<file path="src/rtl/cpu_pkg.sv">
// Shared CPU definitions: bus widths, opcode encodings, prefetch FSM states
// and the layout of one queued instruction.
package cpu_pkg;

    localparam int ADDR_W  = 13;
    localparam int DATA_W  = 8;
    localparam int OP_W    = 3;
    localparam int INSTR_W = 2 * DATA_W;
    localparam int ENTRY_W = INSTR_W + ADDR_W;

    localparam logic [OP_W-1:0] OP_HLT = 3'd0;
    localparam logic [OP_W-1:0] OP_SKZ = 3'd1;
    localparam logic [OP_W-1:0] OP_ADD = 3'd2;
    localparam logic [OP_W-1:0] OP_AND = 3'd3;
    localparam logic [OP_W-1:0] OP_XOR = 3'd4;
    localparam logic [OP_W-1:0] OP_LDA = 3'd5;
    localparam logic [OP_W-1:0] OP_STO = 3'd6;
    localparam logic [OP_W-1:0] OP_JMP = 3'd7;

    typedef enum logic [1:0] {
        S_HI   = 2'd0,
        S_LO   = 2'd1,
        S_FULL = 2'd2,
        S_HALT = 2'd3
    } fetch_state_e;

    // One queue entry: decoded instruction plus the byte address of its high byte.
    typedef struct packed {
        logic [OP_W-1:0]   opcode;
        logic [ADDR_W-1:0] ir_addr;
        logic [ADDR_W-1:0] pc;
    } fetch_entry_t;

    // State to enter once an instruction has been placed in the queue.
    function automatic fetch_state_e after_enqueue(input logic [OP_W-1:0] op);
        return (op == OP_HLT) ? S_HALT : S_HI;
    endfunction

endpackage

</file>
<file path="src/rtl/instr_fifo.sv">
// Small synchronous FIFO for fetched instructions. Flush empties it and
// overrides any push or pop in the same cycle. A push into a full FIFO is
// accepted when a pop happens in the same cycle.
module instr_fifo #(
    parameter int WIDTH = 29,
    parameter int DEPTH = 2
) (
    input  logic             clk,
    input  logic             reset,
    input  logic             push,
    input  logic             pop,
    input  logic             flush,
    input  logic [WIDTH-1:0] din,
    output logic [WIDTH-1:0] dout,
    output logic             full,
    output logic             empty
);

    localparam int PTR_W = (DEPTH > 1) ? $clog2(DEPTH) : 1;
    localparam int CNT_W = $clog2(DEPTH + 1);

    logic [WIDTH-1:0] mem_q [DEPTH];
    logic [PTR_W-1:0] wr_ptr_q;
    logic [PTR_W-1:0] rd_ptr_q;
    logic [CNT_W-1:0] count_q;
    logic             pop_ok;
    logic             push_ok;

    function automatic logic [PTR_W-1:0] ptr_inc(input logic [PTR_W-1:0] p);
        return (p == PTR_W'(DEPTH - 1)) ? '0 : p + 1'b1;
    endfunction

    assign full    = (count_q == CNT_W'(DEPTH));
    assign empty   = (count_q == '0);
    assign pop_ok  = pop && !empty;
    assign push_ok = push && (!full || pop_ok);
    assign dout    = mem_q[rd_ptr_q];

    // Storage array; no reset so it maps onto plain registers/RAM.
    always_ff @(posedge clk) begin
        if (push_ok && !flush) begin
            mem_q[wr_ptr_q] <= din;
        end
    end

    // Pointers and occupancy; reset and flush both empty the queue.
    always_ff @(posedge clk) begin
        if (reset || flush) begin
            wr_ptr_q <= '0;
            rd_ptr_q <= '0;
            count_q  <= '0;
        end else begin
            if (push_ok) wr_ptr_q <= ptr_inc(wr_ptr_q);
            if (pop_ok)  rd_ptr_q <= ptr_inc(rd_ptr_q);
            case ({push_ok, pop_ok})
                2'b10:   count_q <= count_q + 1'b1;
                2'b01:   count_q <= count_q - 1'b1;
                default: count_q <= count_q;
            endcase
        end
    end

endmodule

</file>
<file path="src/rtl/instr_prefetch.sv">
// Instruction prefetch: reads byte pairs from program ROM, packs them into
// instructions and offers them to the controller through a small queue.
module instr_prefetch
    import cpu_pkg::*;
#(
    parameter int DEPTH    = 2,
    parameter int ROM_WAIT = 0
) (
    input  logic              clk,
    input  logic              reset,
    output logic              rom_rd,
    output logic [ADDR_W-1:0] rom_addr,
    input  logic [DATA_W-1:0] rom_data,
    input  logic              flush,
    input  logic [ADDR_W-1:0] flush_pc,
    output logic              instr_valid,
    input  logic              instr_ready,
    output logic [OP_W-1:0]   opcode,
    output logic [ADDR_W-1:0] ir_addr,
    output logic [ADDR_W-1:0] instr_pc,
    output logic              halted
);

    fetch_state_e       state_q,  state_d;
    logic [ADDR_W-1:0]  pc_q,     pc_d;
    logic [2:0]         wait_q,   wait_d;
    logic [DATA_W-1:0]  hi_q,     hi_d;
    logic [ADDR_W-1:0]  hi_pc_q,  hi_pc_d;
    logic [INSTR_W-1:0] hold_q,   hold_d;

    logic               byte_done;
    logic [INSTR_W-1:0] lo_instr;
    logic [INSTR_W-1:0] enq_instr;
    logic               push;
    logic               pop;
    logic               room;
    fetch_entry_t       push_entry;
    fetch_entry_t       head;
    logic [ENTRY_W-1:0] fifo_dout;
    logic               fifo_full;
    logic               fifo_empty;

    assign byte_done = (wait_q == 3'(ROM_WAIT));
    assign lo_instr  = {hi_q, rom_data};
    // In S_FULL the completed instruction comes from the holding register.
    assign enq_instr = (state_q == S_FULL) ? hold_q : lo_instr;
    assign push_entry = fetch_entry_t'({enq_instr, hi_pc_q});

    assign pop  = instr_valid && instr_ready;
    assign room = !fifo_full || pop;

    instr_fifo #(
        .WIDTH (ENTRY_W),
        .DEPTH (DEPTH)
    ) u_fifo (
        .clk   (clk),
        .reset (reset),
        .push  (push),
        .pop   (pop),
        .flush (flush),
        .din   (push_entry),
        .dout  (fifo_dout),
        .full  (fifo_full),
        .empty (fifo_empty)
    );

    // Head is presented as zeros while the queue is empty.
    assign head        = fifo_empty ? '0 : fetch_entry_t'(fifo_dout);
    assign instr_valid = !fifo_empty;
    assign opcode      = head.opcode;
    assign ir_addr     = head.ir_addr;
    assign instr_pc    = head.pc;

    // ROM strobe is a state decode; masked during reset so a read aborts at once.
    assign rom_rd   = !reset && ((state_q == S_HI) || (state_q == S_LO));
    assign rom_addr = pc_q;
    assign halted   = (state_q == S_HALT);

    // Fetch state, PC, wait counter and byte latches.
    always_ff @(posedge clk) begin
        if (reset) begin
            state_q <= S_HI;
            pc_q    <= '0;
            wait_q  <= '0;
            hi_q    <= '0;
            hi_pc_q <= '0;
            hold_q  <= '0;
        end else begin
            state_q <= state_d;
            pc_q    <= pc_d;
            wait_q  <= wait_d;
            hi_q    <= hi_d;
            hi_pc_q <= hi_pc_d;
            hold_q  <= hold_d;
        end
    end

    // Next-state logic; a flush overrides whatever the state machine decided.
    always_comb begin
        state_d = state_q;
        pc_d    = pc_q;
        wait_d  = wait_q;
        hi_d    = hi_q;
        hi_pc_d = hi_pc_q;
        hold_d  = hold_q;
        push    = 1'b0;

        case (state_q)
            S_HI: begin
                if (byte_done) begin
                    hi_d    = rom_data;
                    hi_pc_d = pc_q;
                    pc_d    = pc_q + 1'b1;
                    wait_d  = '0;
                    state_d = S_LO;
                end else begin
                    wait_d = wait_q + 1'b1;
                end
            end
            S_LO: begin
                if (byte_done) begin
                    pc_d   = pc_q + 1'b1;
                    wait_d = '0;
                    hold_d = lo_instr;
                    if (room) begin
                        push    = 1'b1;
                        state_d = after_enqueue(lo_instr[INSTR_W-1 -: OP_W]);
                    end else begin
                        state_d = S_FULL;
                    end
                end else begin
                    wait_d = wait_q + 1'b1;
                end
            end
            S_FULL: begin
                if (room) begin
                    push    = 1'b1;
                    state_d = after_enqueue(hold_q[INSTR_W-1 -: OP_W]);
                end
            end
            S_HALT: begin
                state_d = S_HALT;
            end
            default: begin
                state_d = S_HI;
            end
        endcase

        if (flush) begin
            state_d = S_HI;
            pc_d    = {flush_pc[ADDR_W-1:1], 1'b0};
            wait_d  = '0;
            push    = 1'b0;
        end
    end

endmodule

</file>
<file path="config.mk">
export PLATFORM = sky130hd
export DESIGN_NAME = instr_prefetch
export DESIGN_NICKNAME = d
export VERILOG_FILES = /design/src/rtl/cpu_pkg.sv /design/src/rtl/instr_fifo.sv /design/src/rtl/instr_prefetch.sv
export SDC_FILE = /design/constraint.sdc
export NUM_CORES = 1
export LEC_CHECK = 0
export CAP_MARGIN = 20
export CELL_PAD_IN_SITES_DETAIL_PLACEMENT = 1
export CELL_PAD_IN_SITES_GLOBAL_PLACEMENT = 1
export CORE_MARGIN = 2
export CORE_UTILIZATION = 41
export CTS_BUF_LIST = sky130_fd_sc_hd__clkbuf_8
export DETAILED_ROUTE_END_ITERATION = 6
export PLACE_DENSITY = 0.87
export RECOVER_POWER = 50
export SETUP_SLACK_MARGIN = 0.1
export SLEW_MARGIN = 10
export SYNTH_ARGS = -nofsm -noshare
export SYNTH_HDL_FRONTEND = slang
export SYNTH_HIERARCHICAL = 1
export SYNTH_SLANG_ARGS = --single-unit
</file>
<file path="constraint.sdc">
create_clock -name clk -period 6.6 [get_ports clk]
set_clock_uncertainty 0.1 [all_clocks]
set_input_delay 1.32 -clock clk [delete_from_list [all_inputs] [get_ports clk]]
set_output_delay 1.32 -clock clk [all_outputs]
set_load 0.02 [all_outputs]
</file>
==> flow_metrics.tcl, run 1 <==
set metrics [dict create \
    outcome "finished clean" \
    num_antenna_cells 0 \
    final_util_pct 52.6 \
    cp_top_family "buffers and inverters" \
    tightestPinTransition_ps 1260 \
    htree_num_levels 4 \
    hold_slack_ps 355 \
    drive_gt1_share_pct 14.7 \
    setup_ws_ps 2590 \
    grt_pass1_wl_mm 21.0 \
    syn-instance-count 465 \
    ant_nets 0 \
    die_area_um2 13300 \
    areaGrowthSynthToFinish_pct 24.5 \
    critPathCaptureType "primary output" \
    drt_iter0_markers 207 \
    hold_start "hi_pc_q[6]" \
    rsz0062_at_grt "false" \
    synth_nets 497 \
    clockPowerShare_pct 44.2 \
    placed_cell_area_um2 5910 \
    ys.flop_type "dfxtp_1" \
    finalHoldViolations 0 \
    place_ws_ps 2400 \
    cts.sinks 118 \
    max_cap_violations 0 \
    port_buffers 68 \
    switching_power_mw 0.356 \
    sequentialPowerShare_pct 49.3 \
    synth_edf_count 58 \
    holdPathStages 0 \
    vias 3757 \
    final_area_um2 6350 \
    hold_path_class "register to register" \
    startpoint_type "primary input" \
    core_um2 12100 \
    ios 70 \
    cts_setup_buffers 0 \
    cp_slowest_cell "clkdlybuf4s50_1" \
    syn_avg_cell_area_um2 11.0 \
    setup_violations 0 \
    syn_area_um2 5100 \
    cp_max_fo 57 \
    critical_path_buf_inv_count 3 \
    instances_no_fill 711 \
    drc 0 \
    numCtsBuffers 17 \
    cts_resized 0 \
    place.gp.congestion 0.783 \
    std_cell_rows 40 \
    internal_power_mw 1.28 \
    arrival_ps 2590 \
    globalRouteMet2Util_pct 35.2 \
    ir_worst_vdd_uv 131 \
    power_frac_comb_pct 6.5 \
    clock_path_buffers 2 \
    min_period_ps 4010 \
    path_clk_slew_ps 70 \
    power.density_nw_per_um2 258 \
    reg2reg_slack_ps 2870 \
    slew_headroom_pct 16.0 \
    cts_tree "yes" \
    initial_utilization_pct 42.3 \
    hold_end "u_fifo/mem_q[1][6]" \
    ys_async_sr_fraction_pct 0 \
    rr_startpoint "wait_q[0]" \
    overflow 0 \
    p_leak_nw 2.21 \
    use_met3_pct 4.08 \
    synth_seq_cells 118 \
    cts-hold-fix-buffers 0 \
    cts_root_buf "clkbuf_8" \
    via_per_inst 5.28 \
    worstSetupPathDepth 4 \
    busiest_layer "met2" \
    die_h_um 115 \
    use_met1_pct 25.5 \
    worst_path_largest_cell_delay_ps 560 \
    wl_per_cell_um 17.9 \
    r2r-end "u_fifo/mem_q[1][18]" \
    antenna_found_initial 0 \
    ff2ff_path_depth 8 \
    wl_mm 12.8 \
    nets 563 \
    setup_tns_ps 0 \
    grt_pass1_vias 4040 \
    grt_max_degree 58 \
    clock_latency_ps 430 \
    crit_chain "buf_2, buf_4, nor2_1, clkdlybuf4s50_1" \
    ys_seq_area_share_pct 57.7 \
    fin_crit_sh_pct 60.8 \
    dp_cells 680 \
    die_w_um 115 \
    crit_required_ps 5180 \
    ys_types 50 \
    yosysWarnings 6 \
    dp_hpwl_mm 7.95 \
    track_usage_pct 20.5 \
    dr.pass1.iters 4 \
    critPathKind "primary input to primary output" \
    drv_slew 0 \
    fmax_mhz 249 \
    p_sw_share_pct 21.8 \
    p_total_mw 1.64 \
]
[state kept, by name (all words and copies together) (netlist names), named ones only]
signal / count
u_fifo/wr_ptr_q: 1
u_fifo/rd_ptr_q: 1
u_fifo/count_q: 2
rom_addr: 13
state_q: 2
hold_q: 16
u_fifo/mem_q: 58
hi_q: 8
hi_pc_q: 13
wait_q: 3
[power by group through the flow]
stage / Combinational (mW) / Sequential (mW) / Clock (mW)
after floorplan: 0.0543 / 0.822 / 0
after global placement: 0.101 / 0.820 / 0
after detailed placement: 0.106 / 0.822 / 0
after CTS: 0.109 / 0.807 / 0.732
after global routing: 0.116 / 0.810 / 0.765
final: 0.107 / 0.807 / 0.724
[cells in the mapped netlist, types with 2 or more instances]
| cell type | n | area (um^2) |
|---|---|---|
| buf_6 | 2 | 22.5 |
| edfxtp_1 | 58 | 1740 |
| nand2_1 | 86 | 323 |
| ha_1 | 7 | 87.6 |
| xnor2_1 | 3 | 26.3 |
| dfxtp_1 | 60 | 1200 |
| nand3_1 | 6 | 30.0 |
| nand2b_1 | 4 | 25.0 |
| a211oi_1 | 9 | 67.6 |
| a21oi_1 | 40 | 200 |
| nor2b_1 | 30 | 188 |
| buf_2 | 3 | 15.0 |
| or3_1 | 6 | 37.5 |
| mux2_2 | 45 | 507 |
| nand4_1 | 5 | 31.3 |
| o21ai_0 | 4 | 20.0 |
| nor4b_1 | 2 | 17.5 |
| a311oi_1 | 6 | 52.6 |
| xor2_1 | 5 | 43.8 |
| or2_2 | 2 | 12.5 |
| nor2_1 | 21 | 78.8 |
| nor3_1 | 6 | 30.0 |
| o2111a_1 | 2 | 22.5 |
| inv_1 | 8 | 30.0 |
| and2_1 | 2 | 12.5 |
| clkbuf_1 | 19 | 71.3 |
[routing by layer]
metal | part of all wire [%] | vias to the layer above
met4 | 1.2 | 0
met2 | 51 | 99
met3 | 3.8 | 15
met5 | 0 | -
met1 | 44 | 1858
li1 | - | 1785
[worst max-delay path by stage]
stage | start | end | slack (ps)
floorplan | flush | u_fifo/mem_q[1][0] | 1750
global placement | flush | u_fifo/mem_q[1][17] | 2470
detailed placement | flush | u_fifo/mem_q[1][9] | 2400
CTS | reset | rom_rd | 2580
global route | reset | rom_rd | 2520
finish | reset | rom_rd | 2590
[layout by cell type (no fill, tap or decap), types with 2 or more instances in the layout]
cell,Yosys,routed
nand2b_1,4,4
dlygate4sd3_1,0,2
a211oi_1,9,9
buf_4,1,5
nand2_1,86,86
xor2_1,5,5
nor4b_1,2,2
ha_1,7,7
clkdlybuf4s50_1,0,65
mux2_2,45,34
a21oi_1,40,40
clkbuf_8,0,18
clkinv_1,0,2
inv_1,8,9
clkinv_2,0,5
a311oi_1,6,6
xnor2_1,3,3
and2_0,0,2
nor2b_1,30,30
dfxtp_1,60,60
bufinv_16,0,5
nand3_1,6,6
o21ai_0,4,5
or3_1,6,6
nor3_1,6,5
mux2_1,0,11
o2111a_1,2,2
nor2_1,21,20
edfxtp_1,58,58
nand4_1,5,5
[cell families after synthesis]
group | synth area share, %
and+or+nand+nor | 17.3
DFF | 57.7
AOI/OAI and AO/OA | 8.74
muxes | 10.1
buffers and inverters | 3.02
xor gates and xnor gates | 1.37
adders and majority gates | 1.72
[layout make-up]
cell class              count  area [um^2]
fillers                  1291         5720
clock inverters            13          186
flip-flops and latches    118         2940
well taps                 168          210
clock buffers              18          248
inverters                   9         33.8
multi-input cells         312         2010
repair buffers             73          713
No activity file was read; power rests on OpenSTA's default activity.
==> run 2: changes to the inputs <==
- clock period: 6.6 -> 3.7 ns (I/O delays scaled with it)
==> flow_metrics.tcl, run 2 (same netlist as run 1, synthesis figures left out) <==
set metrics [dict create \
    outcome "finished clean" \
    setup_violations 0 \
    clock_path_buffers 2 \
    std_cell_rows 40 \
    worst_path_largest_cell_delay_ps 560 \
    numCtsBuffers 17 \
    final_cell_mix "nand2_1, clkdlybuf4s50_1, dfxtp_1, edfxtp_1, a21oi_1" \
    die_w_um 115 \
    layout_commonest_cell "nand2_1" \
    drive_gt1_share_pct 13.8 \
    cts_resized 0 \
    die_h_um 115 \
    reg2reg_slack_ps 530 \
    cp_slowest_cell "clkdlybuf4s50_1" \
    initial_utilization_pct 42.3 \
    ir_worst_vdd_uv 197 \
    cts_root_buf "clkbuf_8" \
    cts_tree "yes" \
    r2r-end "u_fifo/mem_q[1][18]" \
    p_leak_nw 2.18 \
    antenna_found_initial 0 \
    fmax_mhz 311 \
    dr.pass1.iters 4 \
    critPathCaptureType "primary output" \
    crit_chain "inv_1, ha_1, nor2_1, nor2_1, clkdlybuf4s50_1" \
    grt_pass1_vias 4114 \
    power.density_nw_per_um2 438 \
    slew_headroom_pct 5.54 \
    nets 568 \
    ff2ff_path_depth 7 \
    setup_tns_ps 0 \
    clock_latency_ps 440 \
    crit_path_frequent_cell "nor2_1" \
    num_antenna_cells 0 \
    grt_max_degree 57 \
    wl_mm 12.7 \
    core_um2 12100 \
    drt_iter0_markers 227 \
    wl_per_cell_um 17.7 \
    drv_slew 0 \
    startpoint_type "register" \
    place.gp.congestion 0.801 \
    arrival_ps 2380 \
    fin_crit_sh_pct 86.9 \
    placed_cell_area_um2 5960 \
    path_clk_slew_ps 70 \
    tightestPinTransition_ps 1420 \
    cts.sinks 118 \
    overflow 0 \
    largest_reg_flops 58 \
    cts-hold-fix-buffers 0 \
    vias 3767 \
    ios 70 \
    max_cap_violations 0 \
    top_register "u_fifo/mem_q" \
    crit_required_ps 2860 \
    die_area_um2 13300 \
    hold_path_class "register to register" \
    grt_pass1_wl_mm 20.7 \
    hold_start "hi_pc_q[12]" \
    ant_nets 0 \
    hold_end "u_fifo/mem_q[1][12]" \
    cts_setup_buffers 0 \
    drc 0 \
    top_regs "u_fifo/mem_q x58, hold_q x16" \
    final_area_um2 6330 \
    min_period_ps 3220 \
    holdPathStages 0 \
    finalHoldViolations 0 \
    port_buffers 68 \
    rsz0062_at_grt "false" \
    track_usage_pct 20.5 \
    htree_num_levels 4 \
    dp_hpwl_mm 8.12 \
    cp_max_fo 9 \
    areaGrowthSynthToFinish_pct 24.2 \
    via_per_inst 5.25 \
    critPathKind "register to primary output" \
    rr_startpoint "state_q[0]" \
]
[run 2: layout make-up]
cell class | instances | area (um^2)
Clock buffer | 17 | 234
Tap cell | 168 | 210
Inverter | 9 | 33.8
Clock inverter | 15 | 148
Multi-Input combinational cell | 312 | 2020
Timing Repair Buffer | 78 | 743
Sequential cell | 118 | 2940
Fill cell | 1294 | 5730
[run 2: worst max-delay path by stage]
stage                     slack, ps            endpoint        start
after floorplan                 350  u_fifo/mem_q[1][0]   state_q[0]
after global placement          770  u_fifo/mem_q[1][9]  instr_ready
after detailed placement        700  u_fifo/mem_q[1][9]  instr_ready
after CTS                       450              rom_rd   state_q[1]
after global routing            310              rom_rd   state_q[1]
final                           480              rom_rd   state_q[1]
[run 2: metal layers]
metal / track usage, % / up-vias / routed length (um)
met5: 0 / - / 0
met4: 8.43 / 0 / 271
met3: 4.92 / 25 / 547
met2: 35.6 / 99 / 6580
met1: 24.4 / 1861 / 5310
li1: - / 1782 / -
[run 2: report_power, final]
group	switching [mW]	internal [mW]
clock network	0.498	0.644
registers	0.0363	1.40
logic	0.111	0.0820
total	0.645	2.13
[run 2: through the flow]
step           instances  hold slack (ps)  power (mW)  setup slack (ps)  utilization [%]
6_report             717              350        2.77               484             52.5
5_1_grt              717              380        2.88               313             52.5
4_1_cts              717              352        2.80               451             52.6
3_5_place_dp         685              344        1.66               699             49.4
3_3_place_gp         685              331        1.65               773             49.4
2_1_floorplan        465              325        1.56               345                -
[run 2: worst max-delay path: cells and delay by family (launching register included)]
family	cells	cell delay, ps
buffers and inverters	2	670
and+or+nand+nor	2	580
adders and majority gates	1	280
DFF	1	400
==> run 3: changes to the inputs <==
- ABC_AREA: not set -> 1
- PLACE_DENSITY: 0.87 -> 0.89
==> flow_metrics.tcl, run 3 <==
set metrics [dict create \
    path_clk_slew_ps 70 \
    synth_edf_count 58 \
    setup_violations 0 \
    yosysMostFrequentCell "nand2_1" \
    grt_pass1_wl_mm 22.8 \
    synth_nets 610 \
    top_register "u_fifo/mem_q" \
    top_regs "u_fifo/mem_q x58, hold_q x16" \
    cts_root_buf "clkbuf_8" \
    cts_resized 0 \
    clock_latency_ps 440 \
    nets 681 \
    seqCellArea_um2 2940 \
    placed_cell_area_um2 6120 \
    wl_per_cell_um 16.6 \
    p_total_mw 2.77 \
    finalHoldViolations 0 \
    port_buffers 68 \
    yosysWarnings 6 \
    die_h_um 117 \
    hold_path_class "register to register" \
    track_usage_pct 20.6 \
    drv_slew 0 \
    tightestPinTransition_ps 1070 \
    core_um2 12600 \
    crit_path_start "state_q[1]" \
    netlist_top_cells_area "edfxtp_1, dfxtp_1, nand2_1, a21oi_1, inv_1" \
    ff2ff_path_depth 9 \
    final_area_um2 6460 \
    drc 0 \
    crit_required_ps 2860 \
    multi_input_area_um2 1890 \
    endpoint "rom_rd" \
    r2r-end "hi_q[1]" \
    internal_power_mw 2.03 \
    clockPowerShare_pct 39.0 \
    ys.flop_type "dfxtp_1" \
    wl_mm 13.8 \
    place.gp.congestion 0.807 \
    num_antenna_cells 0 \
    largest_reg_flops 58 \
    final_cell_mix "nand2_1, inv_1, clkdlybuf4s50_1, a21oi_1, dfxtp_1" \
    fin_crit_sh_pct 90.0 \
    syn_area_um2 5280 \
    slew_headroom_pct 28.6 \
    initial_utilization_pct 42.0 \
    setup_ws_ps 369 \
    outcome "finished clean" \
    syn-instance-count 578 \
    ant_nets 0 \
    grt_pass1_vias 4545 \
    fillers 1442 \
    dp_hpwl_mm 9.12 \
    min_period_ps 3330 \
    drive_gt1_share_pct 10.6 \
    fmax_mhz 300 \
    cts_setup_buffers 0 \
    cp_max_fo 16 \
    ios 70 \
    syn_avg_cell_area_um2 9.13 \
    vias 4283 \
    numCtsBuffers 17 \
    grt_max_degree 36 \
    yosys-top-cells-count "nand2_1, inv_1, a21oi_1" \
    reg2reg_slack_ps 430 \
    dr.pass1.iters 7 \
    p_sw_share_pct 26.8 \
    ys_types 35 \
    rsz0062_at_grt "false" \
    antenna_found_initial 0 \
    p_leak_nw 2.46 \
    power_frac_comb_pct 8.7 \
    sequentialPowerShare_pct 52.2 \
    cts-hold-fix-buffers 0 \
    std_cell_rows 41 \
    ys_seq_area_share_pct 55.8 \
    rr_startpoint "wait_q[0]" \
    overflow 0 \
    clock_path_buffers 2 \
    areaGrowthSynthToFinish_pct 22.5 \
    switching_power_mw 0.742 \
    critPathCaptureType "primary output" \
    drt_iter0_markers 173 \
    max_cap_violations 0 \
    synth_seq_cells 118 \
    power.density_nw_per_um2 429 \
    die_area_um2 13800 \
    cts.sinks 118 \
    ys_async_sr_fraction_pct 0 \
    synth_top_area_share_pct 33.0 \
    place_ws_ps 799 \
    via_per_inst 5.14 \
    arrival_ps 2490 \
    ir_worst_vdd_uv 227 \
    htree_num_levels 4 \
    yosys.area.top_type "edfxtp_1" \
    die_w_um 117 \
    layout_commonest_cell "nand2_1" \
    critPathKind "register to primary output" \
    startpoint_type "register" \
    cts_tree "yes" \
]
==> run 3: cell count changes in the layout (fill, tap and decap cells not counted), moves of 11 or more <==
cell and change:
nand3_1 +43, a21oi_1 +21, inv_1 +68, nor2b_1 -30, o21ai_0 +35, mux2_2 -11, nor2_1 +28
==> run 3: kinds of logic (layout without fill, tap and decap cells) <==
kind of cell | after synthesis | after routing | synth area share [%]
AOI/OAI and AO/OA | 114 | 114 | 11.3
buffers and inverters | 107 | 191 | 8.28
and+or+nand+nor | 202 | 202 | 16.6
xor gates and xnor gates | 1 | 1 | 0.166
DFF | 118 | 118 | 55.8
muxes | 29 | 29 | 6.19
adders and majority gates | 7 | 7 | 1.66
==> run 3: worst min path at each step <==
stage	start	endpoint	slack, ps	cells past startpoint
after floorplan	hold_q[0]	hold_q[0]	320	2
after global placement	hi_pc_q[2]	u_fifo/mem_q[0][2]	330	0
after detailed placement	hi_pc_q[2]	u_fifo/mem_q[0][2]	340	0
after CTS	hold_q[5]	hold_q[5]	350	2
after global routing	hold_q[7]	hold_q[7]	380	2
final	hold_q[5]	hold_q[5]	350	2
==> run 3: power groups by stage <==
stage | registers, mW | clock network (mW) | logic (mW)
finish | 1.45 | 1.08 | 0.242
global route | 1.45 | 1.14 | 0.264
CTS | 1.45 | 1.09 | 0.246
detailed placement | 1.47 | 0 | 0.238
global placement | 1.47 | 0 | 0.224
floorplan | 1.47 | 0 | 0.136
==> run 3: metrics by stage <==
step                      hold slack, ps  setup TNS, ps  utilization, %  std cells
final                                355              0            51.4        834
after global routing                 381              0            51.4        834
after CTS                            354              0            51.6        834
after detailed placement             339              0            48.7        802
after global placement               334              0            48.7        802
after floorplan                      325         -12940               -        578
==> run 3: worst max-delay path, cell delays in order (launching register included) <==
cell and delay [ps]:
dfxtp_1 350, inv_1 100, ha_1 500, inv_1 160, nand2_2 150, inv_1 90, nor2_1 90, clkdlybuf4s50_1 600
==> run 3: cell type report <==
cell class / instances / share of cell area [%]
clock buffer: 17 / 3.62
inverter: 82 / 4.76
timing repair buffer: 77 / 11.4
clock inverter: 15 / 2.07
multi-input combinational: 353 / 29.3
tap: 172 / 3.33
sequential: 118 / 45.5
==> run 3: metal layers <==
metal	part of all wire, %	global-route usage (%)	vias up
li1	-	-	2067
met1	42	23.8	2090
met2	53	37.8	103
met3	3.6	3.99	23
met4	1.8	7.68	0
met5	0	0	-
